File: src/rtl/writeback_arbiter_if.sv
// Handshake and register-file bus bundle for writeback_arbiter.
// slave is the arbiter's view; master is the surrounding pipeline's view.
interface writeback_arbiter_if #(
    parameter int unsigned DATA_WIDTH = 32,
    parameter int unsigned ADDR_WIDTH = 5
);
    logic                  aluValid;
    logic                  aluReady;
    logic [ADDR_WIDTH-1:0] aluRegister;
    logic [DATA_WIDTH-1:0] aluData;

    logic                  memValid;
    logic                  memReady;
    logic [ADDR_WIDTH-1:0] memRegister;
    logic [DATA_WIDTH-1:0] memData;

    logic [ADDR_WIDTH-1:0] writeRegister;
    logic [DATA_WIDTH-1:0] writeData;
    logic                  regWrite;

    logic [ADDR_WIDTH-1:0] readRegister1;
    logic [ADDR_WIDTH-1:0] readRegister2;
    logic [DATA_WIDTH-1:0] readData1;
    logic [DATA_WIDTH-1:0] readData2;
    logic [DATA_WIDTH-1:0] fwdData1;
    logic [DATA_WIDTH-1:0] fwdData2;
    logic                  hazard1;
    logic                  hazard2;
    logic                  busy;

    modport slave (
        input  aluValid, aluRegister, aluData,
        input  memValid, memRegister, memData,
        input  readRegister1, readRegister2, readData1, readData2,
        output aluReady, memReady,
        output writeRegister, writeData, regWrite,
        output fwdData1, fwdData2, hazard1, hazard2, busy
    );

    modport master (
        output aluValid, aluRegister, aluData,
        output memValid, memRegister, memData,
        output readRegister1, readRegister2, readData1, readData2,
        input  aluReady, memReady,
        input  writeRegister, writeData, regWrite,
        input  fwdData1, fwdData2, hazard1, hazard2, busy
    );
endinterface

File: src/rtl/writeback_arbiter.sv
// Serialises ALU and buffered memory-stage writes onto one registered register-file write port.
// Define WB_STATS_EN to add saturating writeCount/stallCount statistics outputs.
module writeback_arbiter #(
    parameter int unsigned DATA_WIDTH   = 32,
    parameter int unsigned ADDR_WIDTH   = 5,
    parameter int unsigned DEPTH        = 4,
    parameter int unsigned STARVE_LIMIT = 3
) (
    input  logic clk,
    input  logic resetN,
    writeback_arbiter_if.slave bus
`ifdef WB_STATS_EN
    ,
    output logic [15:0] writeCount,
    output logic [15:0] stallCount
`endif
);
    localparam int unsigned PtrW    = $clog2(DEPTH);
    localparam int unsigned CntW    = PtrW + 1;
    localparam int unsigned StarveW = $clog2(STARVE_LIMIT + 1);

    typedef enum logic [0:0] {StNormal, StDrain} arbStateT;

    arbStateT stateQ, stateD;

    logic [ADDR_WIDTH-1:0] fifoReg  [DEPTH];
    logic [DATA_WIDTH-1:0] fifoData [DEPTH];
    logic [PtrW-1:0]       wrPtrQ, rdPtrQ;
    logic [CntW-1:0]       countQ;
    logic [StarveW-1:0]    starveQ, starveD;

    logic                  empty, full, push, pop, issueAlu, issue, aluReadyInt;
    logic [ADDR_WIDTH-1:0] issueReg;
    logic [DATA_WIDTH-1:0] issueData;

    logic [ADDR_WIDTH-1:0] writeRegQ;
    logic [DATA_WIDTH-1:0] writeDataQ;
    logic                  regWriteQ;

    logic [PtrW-1:0]       entryOff   [DEPTH];
    logic [DEPTH-1:0]      entryValid;

    assign empty = (countQ == '0);
    assign full  = (countQ == CntW'(DEPTH));
    assign push  = bus.memValid && !full;

    always_comb begin
        stateD      = stateQ;
        aluReadyInt = 1'b0;
        issueAlu    = 1'b0;
        pop         = 1'b0;
        starveD     = starveQ;
        case (stateQ)
            StNormal: begin
                aluReadyInt = 1'b1;
                if (bus.aluValid) begin
                    issueAlu = 1'b1;
                end else if (!empty) begin
                    pop = 1'b1;
                end
                if (empty || pop) begin
                    starveD = '0;
                end else begin
                    starveD = StarveW'(starveQ + 1'b1);
                end
                if (starveD == StarveW'(STARVE_LIMIT)) begin
                    stateD = StDrain;
                end
            end
            StDrain: begin
                pop     = !empty;
                starveD = '0;
                stateD  = StNormal;
            end
            default: stateD = StNormal;
        endcase
    end

    assign issue     = issueAlu || pop;
    assign issueReg  = issueAlu ? bus.aluRegister : fifoReg[rdPtrQ];
    assign issueData = issueAlu ? bus.aluData : fifoData[rdPtrQ];

    always_ff @(posedge clk or negedge resetN) begin
        if (!resetN) begin
            stateQ  <= StNormal;
            starveQ <= '0;
            wrPtrQ  <= '0;
            rdPtrQ  <= '0;
            countQ  <= '0;
        end else begin
            stateQ  <= stateD;
            starveQ <= starveD;
            if (push) wrPtrQ <= PtrW'(wrPtrQ + 1'b1);
            if (pop)  rdPtrQ <= PtrW'(rdPtrQ + 1'b1);
            if (push && !pop) begin
                countQ <= CntW'(countQ + 1'b1);
            end else if (pop && !push) begin
                countQ <= CntW'(countQ - 1'b1);
            end
        end
    end

    // Storage needs no reset: occupancy alone decides which entries are live.
    always_ff @(posedge clk) begin
        if (push) begin
            fifoReg[wrPtrQ]  <= bus.memRegister;
            fifoData[wrPtrQ] <= bus.memData;
        end
    end

    // Register 0 is consumed like any other issue but never written.
    always_ff @(posedge clk or negedge resetN) begin
        if (!resetN) begin
            writeRegQ  <= '0;
            writeDataQ <= '0;
            regWriteQ  <= 1'b0;
        end else begin
            regWriteQ <= issue && (issueReg != '0);
            if (issue) begin
                writeRegQ  <= issueReg;
                writeDataQ <= issueData;
            end
        end
    end

    always_comb begin
        for (int i = 0; i < DEPTH; i++) begin
            entryOff[i]   = PtrW'(PtrW'(i) - rdPtrQ);
            entryValid[i] = ({1'b0, entryOff[i]} < countQ);
        end
    end

    always_comb begin
        bus.hazard1 = 1'b0;
        bus.hazard2 = 1'b0;
        for (int i = 0; i < DEPTH; i++) begin
            if (entryValid[i] && fifoReg[i] == bus.readRegister1 && bus.readRegister1 != '0) begin
                bus.hazard1 = 1'b1;
            end
            if (entryValid[i] && fifoReg[i] == bus.readRegister2 && bus.readRegister2 != '0) begin
                bus.hazard2 = 1'b1;
            end
        end
    end

    assign bus.fwdData1 = (regWriteQ && writeRegQ == bus.readRegister1 && bus.readRegister1 != '0)
                          ? writeDataQ : bus.readData1;
    assign bus.fwdData2 = (regWriteQ && writeRegQ == bus.readRegister2 && bus.readRegister2 != '0)
                          ? writeDataQ : bus.readData2;

    assign bus.aluReady      = aluReadyInt;
    assign bus.memReady      = !full;
    assign bus.writeRegister = writeRegQ;
    assign bus.writeData     = writeDataQ;
    assign bus.regWrite      = regWriteQ;
    assign bus.busy          = !empty || regWriteQ;

`ifdef WB_STATS_EN
    always_ff @(posedge clk or negedge resetN) begin
        if (!resetN) begin
            writeCount <= '0;
            stallCount <= '0;
        end else begin
            if (regWriteQ && writeCount != 16'hFFFF) begin
                writeCount <= writeCount + 16'd1;
            end
            if (((bus.aluValid && !aluReadyInt) || (bus.memValid && full))
                && stallCount != 16'hFFFF) begin
                stallCount <= stallCount + 16'd1;
            end
        end
    end
`endif
endmodule

File: src/flat_wrapper.sv
// flat-port wrapper written by rule: the top's interface ports become plain ports
module writeback_arbiter_flat 
#(
    parameter int unsigned DATA_WIDTH   = 32,
    parameter int unsigned ADDR_WIDTH   = 5,
    parameter int unsigned DEPTH        = 4,
    parameter int unsigned STARVE_LIMIT = 3
)
  (clk, resetN, bus_aluValid, bus_aluRegister, bus_aluData, bus_memValid, bus_memRegister, bus_memData, bus_readRegister1, bus_readRegister2, bus_readData1, bus_readData2, bus_aluReady, bus_memReady, bus_writeRegister, bus_writeData, bus_regWrite, bus_fwdData1, bus_fwdData2, bus_hazard1, bus_hazard2, bus_busy);
  writeback_arbiter_if #(.DATA_WIDTH(DATA_WIDTH), .ADDR_WIDTH(ADDR_WIDTH)) bus_i ();
  input  logic clk;
  input  logic resetN;
  input wire logic [$bits(bus_i.aluValid)-1:0] bus_aluValid;
  input wire logic [$bits(bus_i.aluRegister)-1:0] bus_aluRegister;
  input wire logic [$bits(bus_i.aluData)-1:0] bus_aluData;
  input wire logic [$bits(bus_i.memValid)-1:0] bus_memValid;
  input wire logic [$bits(bus_i.memRegister)-1:0] bus_memRegister;
  input wire logic [$bits(bus_i.memData)-1:0] bus_memData;
  input wire logic [$bits(bus_i.readRegister1)-1:0] bus_readRegister1;
  input wire logic [$bits(bus_i.readRegister2)-1:0] bus_readRegister2;
  input wire logic [$bits(bus_i.readData1)-1:0] bus_readData1;
  input wire logic [$bits(bus_i.readData2)-1:0] bus_readData2;
  output wire logic [$bits(bus_i.aluReady)-1:0] bus_aluReady;
  output wire logic [$bits(bus_i.memReady)-1:0] bus_memReady;
  output wire logic [$bits(bus_i.writeRegister)-1:0] bus_writeRegister;
  output wire logic [$bits(bus_i.writeData)-1:0] bus_writeData;
  output wire logic [$bits(bus_i.regWrite)-1:0] bus_regWrite;
  output wire logic [$bits(bus_i.fwdData1)-1:0] bus_fwdData1;
  output wire logic [$bits(bus_i.fwdData2)-1:0] bus_fwdData2;
  output wire logic [$bits(bus_i.hazard1)-1:0] bus_hazard1;
  output wire logic [$bits(bus_i.hazard2)-1:0] bus_hazard2;
  output wire logic [$bits(bus_i.busy)-1:0] bus_busy;
  assign bus_i.aluValid = bus_aluValid;
  assign bus_i.aluRegister = bus_aluRegister;
  assign bus_i.aluData = bus_aluData;
  assign bus_i.memValid = bus_memValid;
  assign bus_i.memRegister = bus_memRegister;
  assign bus_i.memData = bus_memData;
  assign bus_i.readRegister1 = bus_readRegister1;
  assign bus_i.readRegister2 = bus_readRegister2;
  assign bus_i.readData1 = bus_readData1;
  assign bus_i.readData2 = bus_readData2;
  assign bus_aluReady = bus_i.aluReady;
  assign bus_memReady = bus_i.memReady;
  assign bus_writeRegister = bus_i.writeRegister;
  assign bus_writeData = bus_i.writeData;
  assign bus_regWrite = bus_i.regWrite;
  assign bus_fwdData1 = bus_i.fwdData1;
  assign bus_fwdData2 = bus_i.fwdData2;
  assign bus_hazard1 = bus_i.hazard1;
  assign bus_hazard2 = bus_i.hazard2;
  assign bus_busy = bus_i.busy;
  writeback_arbiter #(.DATA_WIDTH(DATA_WIDTH), .ADDR_WIDTH(ADDR_WIDTH), .DEPTH(DEPTH), .STARVE_LIMIT(STARVE_LIMIT)) u_core (.clk(clk), .resetN(resetN), .bus(bus_i));
endmodule
File: config.mk
export PLATFORM = sky130hd
export DESIGN_NAME = writeback_arbiter_flat
export DESIGN_NICKNAME = d
export VERILOG_FILES = /design/src/rtl/writeback_arbiter_if.sv /design/src/rtl/writeback_arbiter.sv /design/src/flat_wrapper.sv
export SDC_FILE = /design/constraint.sdc
export NUM_CORES = 1
export LEC_CHECK = 0
export ABC_AREA = 0
export CAP_MARGIN = 20
export CORE_MARGIN = 4
export CORE_UTILIZATION = 49
export CTS_CLUSTER_DIAMETER = 200
export DETAILED_ROUTE_END_ITERATION = 8
export PLACE_DENSITY = 0.78
export RECOVER_POWER = 50
export SYNTH_ARGS = -nofsm -noshare
export SYNTH_HDL_FRONTEND = slang
export SYNTH_SLANG_ARGS = --single-unit
export TNS_END_PERCENT = 5
File: constraint.sdc
create_clock -name clk -period 2.9 [get_ports clk]
set_input_delay 0.58 -clock clk [delete_from_list [all_inputs] [get_ports clk]]
set_output_delay 0.58 -clock clk [all_outputs]
set_load 0.03 [all_outputs]
Yosys cells after proc, flatten, opt, wreduce, memory -nomap -nowiden
Memory sizes are Yosys's and may differ from the RTL's.
Cells that the tools add are included.
Word-level totals
  flip-flop bits (word level): 48
  memory bits (writable): 148
  input bits: 152
  word-level logic and storage cells: 100
  memories: 2
Operators by class
  add/subtract/negate cells: 9
  $lt $le $gt $ge: 4
  eq/ne operators: 12
  multiplexer cells: 28
  bitwise operators: 1
  reductions and logical operators: 36
Memories
  u_core.fifoData: words 4, bits a word 32, rd ports 1, clocked after Yosys merged registers in 0, wr ports 1, line writeback_arbiter.sv:27  | logic [DATA_WIDTH-1:0] fifoData [DEPTH];
  u_core.fifoReg: words 4, bits a word 5, rd ports 5, clocked after Yosys merged registers in 0, wr ports 1, line writeback_arbiter.sv:26  | logic [ADDR_WIDTH-1:0] fifoReg [DEPTH];
Operators by type and width (number)
  2-to-1 mux 32 bit: 3
  equality test 5 bit: 10
  logical AND 1 bit: 24
  2-to-1 mux 1 bit: 17
  nonzero test 5 bit: 3
  < comparator 2 x 3 -> 1 bit: 4
  adder 2 x 1 -> 2 bit, second input constant: 3
  2-to-1 mux 3 bit: 2
  2-to-1 mux 5 bit: 1
  logical NOT 1 bit: 4
  2-to-1 mux 2 bit: 2
  case mux 1 bit (2 select lines): 2
  case mux 2 bit (2 select lines): 1
  subtractor 1 x 2 -> 2 bit, first input constant: 2
  subtractor 2 bit, first input constant: 2
  adder 3 x 1 -> 3 bit, second input constant: 1
  equality test 3 bit, second input constant: 1
  logical NOT 3 bit: 1
  logical OR 1 bit: 3
  subtractor 3 x 1 -> 3 bit, second input constant: 1
  equality test 2 bit, second input constant: 1
  nonzero test 2 bit: 1
  NOT 1 bit: 1

Logic depth before layout (Yosys ltp)
  depth after elaboration: 10
  mapped depth: 11

Worst setup path before layout
Ideal clock, no wire load.
  path type: register -> output
  start: register u_core.rdPtrQ[1]
  end: output port bus_hazard2
  arrival: 2.383 ns
  required time: 2.320 ns
  path slack: -0.063 ns
  stages on the path, launching flop included: 9
  cells stage by stage: dfrtp_1 -> buf_1 -> xor2_1 -> inv_1 -> ha_1 -> a21oi_1 -> nor2_1 -> o41a_1 -> a31oi_1
Between the ends
  word-level cells in the longest chain between the ends: 8
  elaborated cells on any way between the ends: 20
Ends and longest elaborated chain
  start: declaration: line writeback_arbiter.sv:28  | logic [PtrW-1:0] wrPtrQ, rdPtrQ;
  start signal: assignment: line writeback_arbiter.sv:94  | if (pop) rdPtrQ <= PtrW'(rdPtrQ + 1'b1);
  subtractor 1 x 2 -> 2 bit: line writeback_arbiter.sv:128  | entryOff[i] = PtrW'(PtrW'(i) - rdPtrQ);
  < comparator 2 x 3 -> 1 bit: line writeback_arbiter.sv:129  | entryValid[i] = ({1'b0, entryOff[i]} < countQ);
  logical AND 1 bit (2 in series): line writeback_arbiter.sv:140  | if (entryValid[i] && fifoReg[i] == bus.readRegister2 && bus.readRegister2 != '0) begin
  2-to-1 mux 1 bit (3 in series): line writeback_arbiter.sv:140
  2-to-1 mux 1 bit (*): line writeback_arbiter.sv:140
  end: declaration: line flat_wrapper.sv:31  | output wire logic [$bits(bus_i.hazard2)-1:0] bus_hazard2;
Every way passes the cells marked *; elsewhere a longest branch is shown, timed or not.

Worst setup path after layout
  start: input port bus_readRegister1[3]
  end: output port bus_fwdData1[13]
Between the ends
  word-level cells in the longest chain between the ends: 4
  elaborated cells on any way between the ends: 5
Ends and longest elaborated chain
  start: declaration: line flat_wrapper.sv:19  | input wire logic [$bits(bus_i.readRegister1)-1:0] bus_readRegister1;
  equality test 5 bit: line writeback_arbiter.sv:146  | assign bus.fwdData1 = (regWriteQ && writeRegQ == bus.readRegister1 && bus.readRegister1 != '0)
  logical AND 1 bit: line writeback_arbiter.sv:146
  logical AND 1 bit (*): line writeback_arbiter.sv:146
  2-to-1 mux 32 bit (*): line writeback_arbiter.sv:147  | ? writeDataQ : bus.readData1;
  end: declaration: line flat_wrapper.sv:28  | output wire logic [$bits(bus_i.fwdData1)-1:0] bus_fwdData1;
Marks and branches as above.

==> flow_summary.toml <==
[sta]
rsz0062_at_grt = "yes"
max_slew.worst_pin.slew_ps = 1580
max-slew-margin-rel_pct = -5.33
slew_violations = 26
hold_violations = 0
fin_worst_skew_ps = 10.2
timing.final.ws_setup_ps = -145
period_share_pct = 105
finalSetupViolations = 61
fin_crit_ps = 3040
clock.fmax_mhz = 328

[cells_and_area]
final-seq-area_sq_um = 5650
layout-drive-gt1-share_pct = 30.5
design_area_sq_um = 13100
syn_to_final_growth_pct = 38.9
most-common-layout-cells = "edfxtp_1 (148), clkdlybuf4s50_1 (144), mux2_4 (60)"
layout.nets = 1028
multiInputGateArea_sq_um = 3560
fill_cells = 1239
layout.cells.most_common = "edfxtp_1"

[cts]
cts-root-buf = "clkbuf_16"
clock_latency_ps = 420
clock_sinks = 196
clock_tree.buffer_depth = 2
cts-buffers-inserted = 17
tritoncts = "yes"
hold_buffers = 0
clk_pin_slew_worst_paths_ps = 70
htreeDepth = 4

[critical_path]
critPathArrivalTime_ps = 2460
end_kind = "primary output"
max_stage_delay_ps = 500
cp_max_fo = 20
path_cells = "dlygate4sd2_1 -> or4_4 -> nor2_4 -> nor4_4 -> buf_6 -> buf_12 -> mux2_4 -> clkdlybuf4s15_2"
cpMaxStageDelayCell = "or4_4"
rr_worst_depth = 5
cp.required_ps = 2320
path_class = "input port to primary output"
cp-start-kind = "input port"

[power_and_ir_drop]
vdd_drop_max_uv = 507
p_leak_nw = 4.87
power.density_nw_per_um2 = 881

[detailed_routing]
drt_wl_total_um = 24500
dr.first_iter.drc_count = 271
dr.pass1.iters = 4
num_vias = 6085
drc = 0
wl_per_cell_um = 21.5
ant_nets = 0
via_per_inst = 5.33

[global_routing]
grt_start_max_net_pins = 51
grt_use_total_pct = 22.3
overflow = 0
antenna_found_initial = 7
grt_pass1_vias = 6588
grt_pass1_wl_um = 36900

[min_path]
min_path_cells = 1
hold_path.class = "register to register"

[synthesis]
syn-instance-count = 582
synth_nets = 744
yosysUniqueCellTypes = 37
postSynthAreaPerCell_sq_um = 16.2
synth_warnings = 0
synth_seq_cells = 196
syn_area_sq_um = 9420
ys_seq_area_share_pct = 60.0

[die]
die_w_um = 147
die_area_sq_um = 21500
start_util_pct = 50.0
core_area_sq_um = 18800
rows = 50
die_h_um = 147
io_pins = 259

[placement]
dp_hpwl_um = 17800
routabilityCongestion = 0.881
dpl_cell_area_sq_um = 12400
io_buffers = 258
dp_slack_ps = -696

[status]
outcome = "finished, violations left"
violations = "capacitance limit, slew limit, setup timing"

[flow_run]
cap_viol_max_count = 1
## worst max-delay path: cells and delay by family
kind	cells	cell delay, ps
muxes	1	310
and+or+nand+nor	3	680
buffers and inverters	4	870
## through the flow
step | cells | hold WS (ps) | util [%] | power [mW] | TNS [ps]
floorplan | 582 | 284 | - | 7.39 | -63.0
global placement | 1095 | 461 | 65.8 | 9.14 | -34440
detailed placement | 1095 | 474 | 65.8 | 9.28 | -34660
CTS | 1132 | 194 | 69.7 | 11.5 | -8200
global route | 1141 | 509 | 69.5 | 12.1 | -9400
finish | 1141 | 477 | 69.5 | 11.5 | -4930
## power breakdown
part	total (mW)	internal (mW)	leakage (nW)	switching, mW
Clock	2.24	1.16	0.274	1.08
Combinational	4.97	2.33	2.67	2.63
Sequential	4.31	3.79	1.92	0.521
Total	11.5	7.29	4.87	4.23
## what timing repair did
item                                    4_1_cts  5_1_grt
setup buffers                                 4        5
pin swaps                                     7        8
cloned                                        1        2
gates resized for setup                     198       82
endpoints found under the setup margin       66       66
## cells in the mapped netlist, drive strengths merged
library cell / instances / share of area, %
edfxtp: 148 / 47
mux2: 65 / 10
dfrtp: 48 / 13
nand2: 39 / 1.6
mux2i: 37 / 3.9
mux4: 37 / 8.9
o21ai: 33 / 1.8
xnor2: 30 / 2.8
xor2: 28 / 2.6
buf: 27 / 2.0
nor2: 12 / 0.64
clkbuf: 11 / 0.44
a21oi: 9 / 0.48
ha: 9 / 1.2
inv: 8 / 0.32
nor3: 7 / 0.37
nand4: 6 / 0.40
nand3: 5 / 0.27
and3: 4 / 0.27
or4: 4 / 0.40
a31oi: 2 / 0.13
nand2b: 2 / 0.13
nor4: 2 / 0.45
o41a: 2 / 0.24
and2: 1 / 0.066
and3b: 1 / 0.093
fa: 1 / 0.21
nor2b: 1 / 0.066
o21a: 1 / 0.080
o21bai: 1 / 0.080
or2: 1 / 0.066
## layer usage
layer / part of all wire (%) / global-route usage, % / up-vias
li1: - / - / 2769
met1: 40 / 27.2 / 3024
met2: 52 / 38.9 / 247
met3: 6.5 / 5.90 / 35
met4: 2.0 / 7.15 / 10
met5: 0.22 / 0 / -
## registers in the layout, summed over array words and instances, names as in the netlist
register	cells
u_core.fifoData	128
u_core.bus.writeData	32
u_core.fifoReg	20
u_core.bus.writeRegister	5
u_core.countQ	3
u_core.rdPtrQ	2
u_core.starveQ	2
u_core.wrPtrQ	2
u_core.bus.regWrite	1
u_core.stateQ	1
## kinds of logic (layout without fill, tap and decap cells)
kind of cell / Yosys count / count (layout) / share of synthesized area [%]
flip-flops: 196 / 196 / 60.0
multiplexers: 139 / 139 / 23.0
AND/OR/NAND/NOR: 85 / 85 / 4.77
XOR/XNOR: 58 / 58 / 5.40
AO/OA/AOI/OAI: 48 / 48 / 2.76
buffers and inverters: 46 / 343 / 2.75
adder cells (fa/ha/maj): 10 / 10 / 1.41
other: 0 / 2 / 0
## final cells by class
class / count / share of cell area [%]
Multi-Input combinational cell: 340 / 27.3
Tap cell: 260 / 2.49
Clock inverter: 14 / 1.04
Timing Repair Buffer: 303 / 22.4
Antenna cell: 2 / 0.0383
Clock buffer: 18 / 3.36
Sequential cell: 196 / 43.2
Inverter: 8 / 0.230
## path summary, 6_finish.rpt
| check | from | to | slack (ps) |
|---|---|---|---|
| max | bus_readRegister1[3] | bus_fwdData1[13] | -140 |
| min | u_core.starveQ[0] | u_core.starveQ[0] | 480 |
| max reg2reg | u_core.countQ[0] | u_core.bus.writeRegister[3] | 300 |
| min reg2reg | u_core.starveQ[0] | u_core.starveQ[0] | 480 |
| max in group asynchronous | resetN | u_core.bus.writeData[16] | 860 |
| min in group asynchronous | resetN | u_core.stateQ | 540 |
Note: power is estimated with default switching activity, not from simulation.
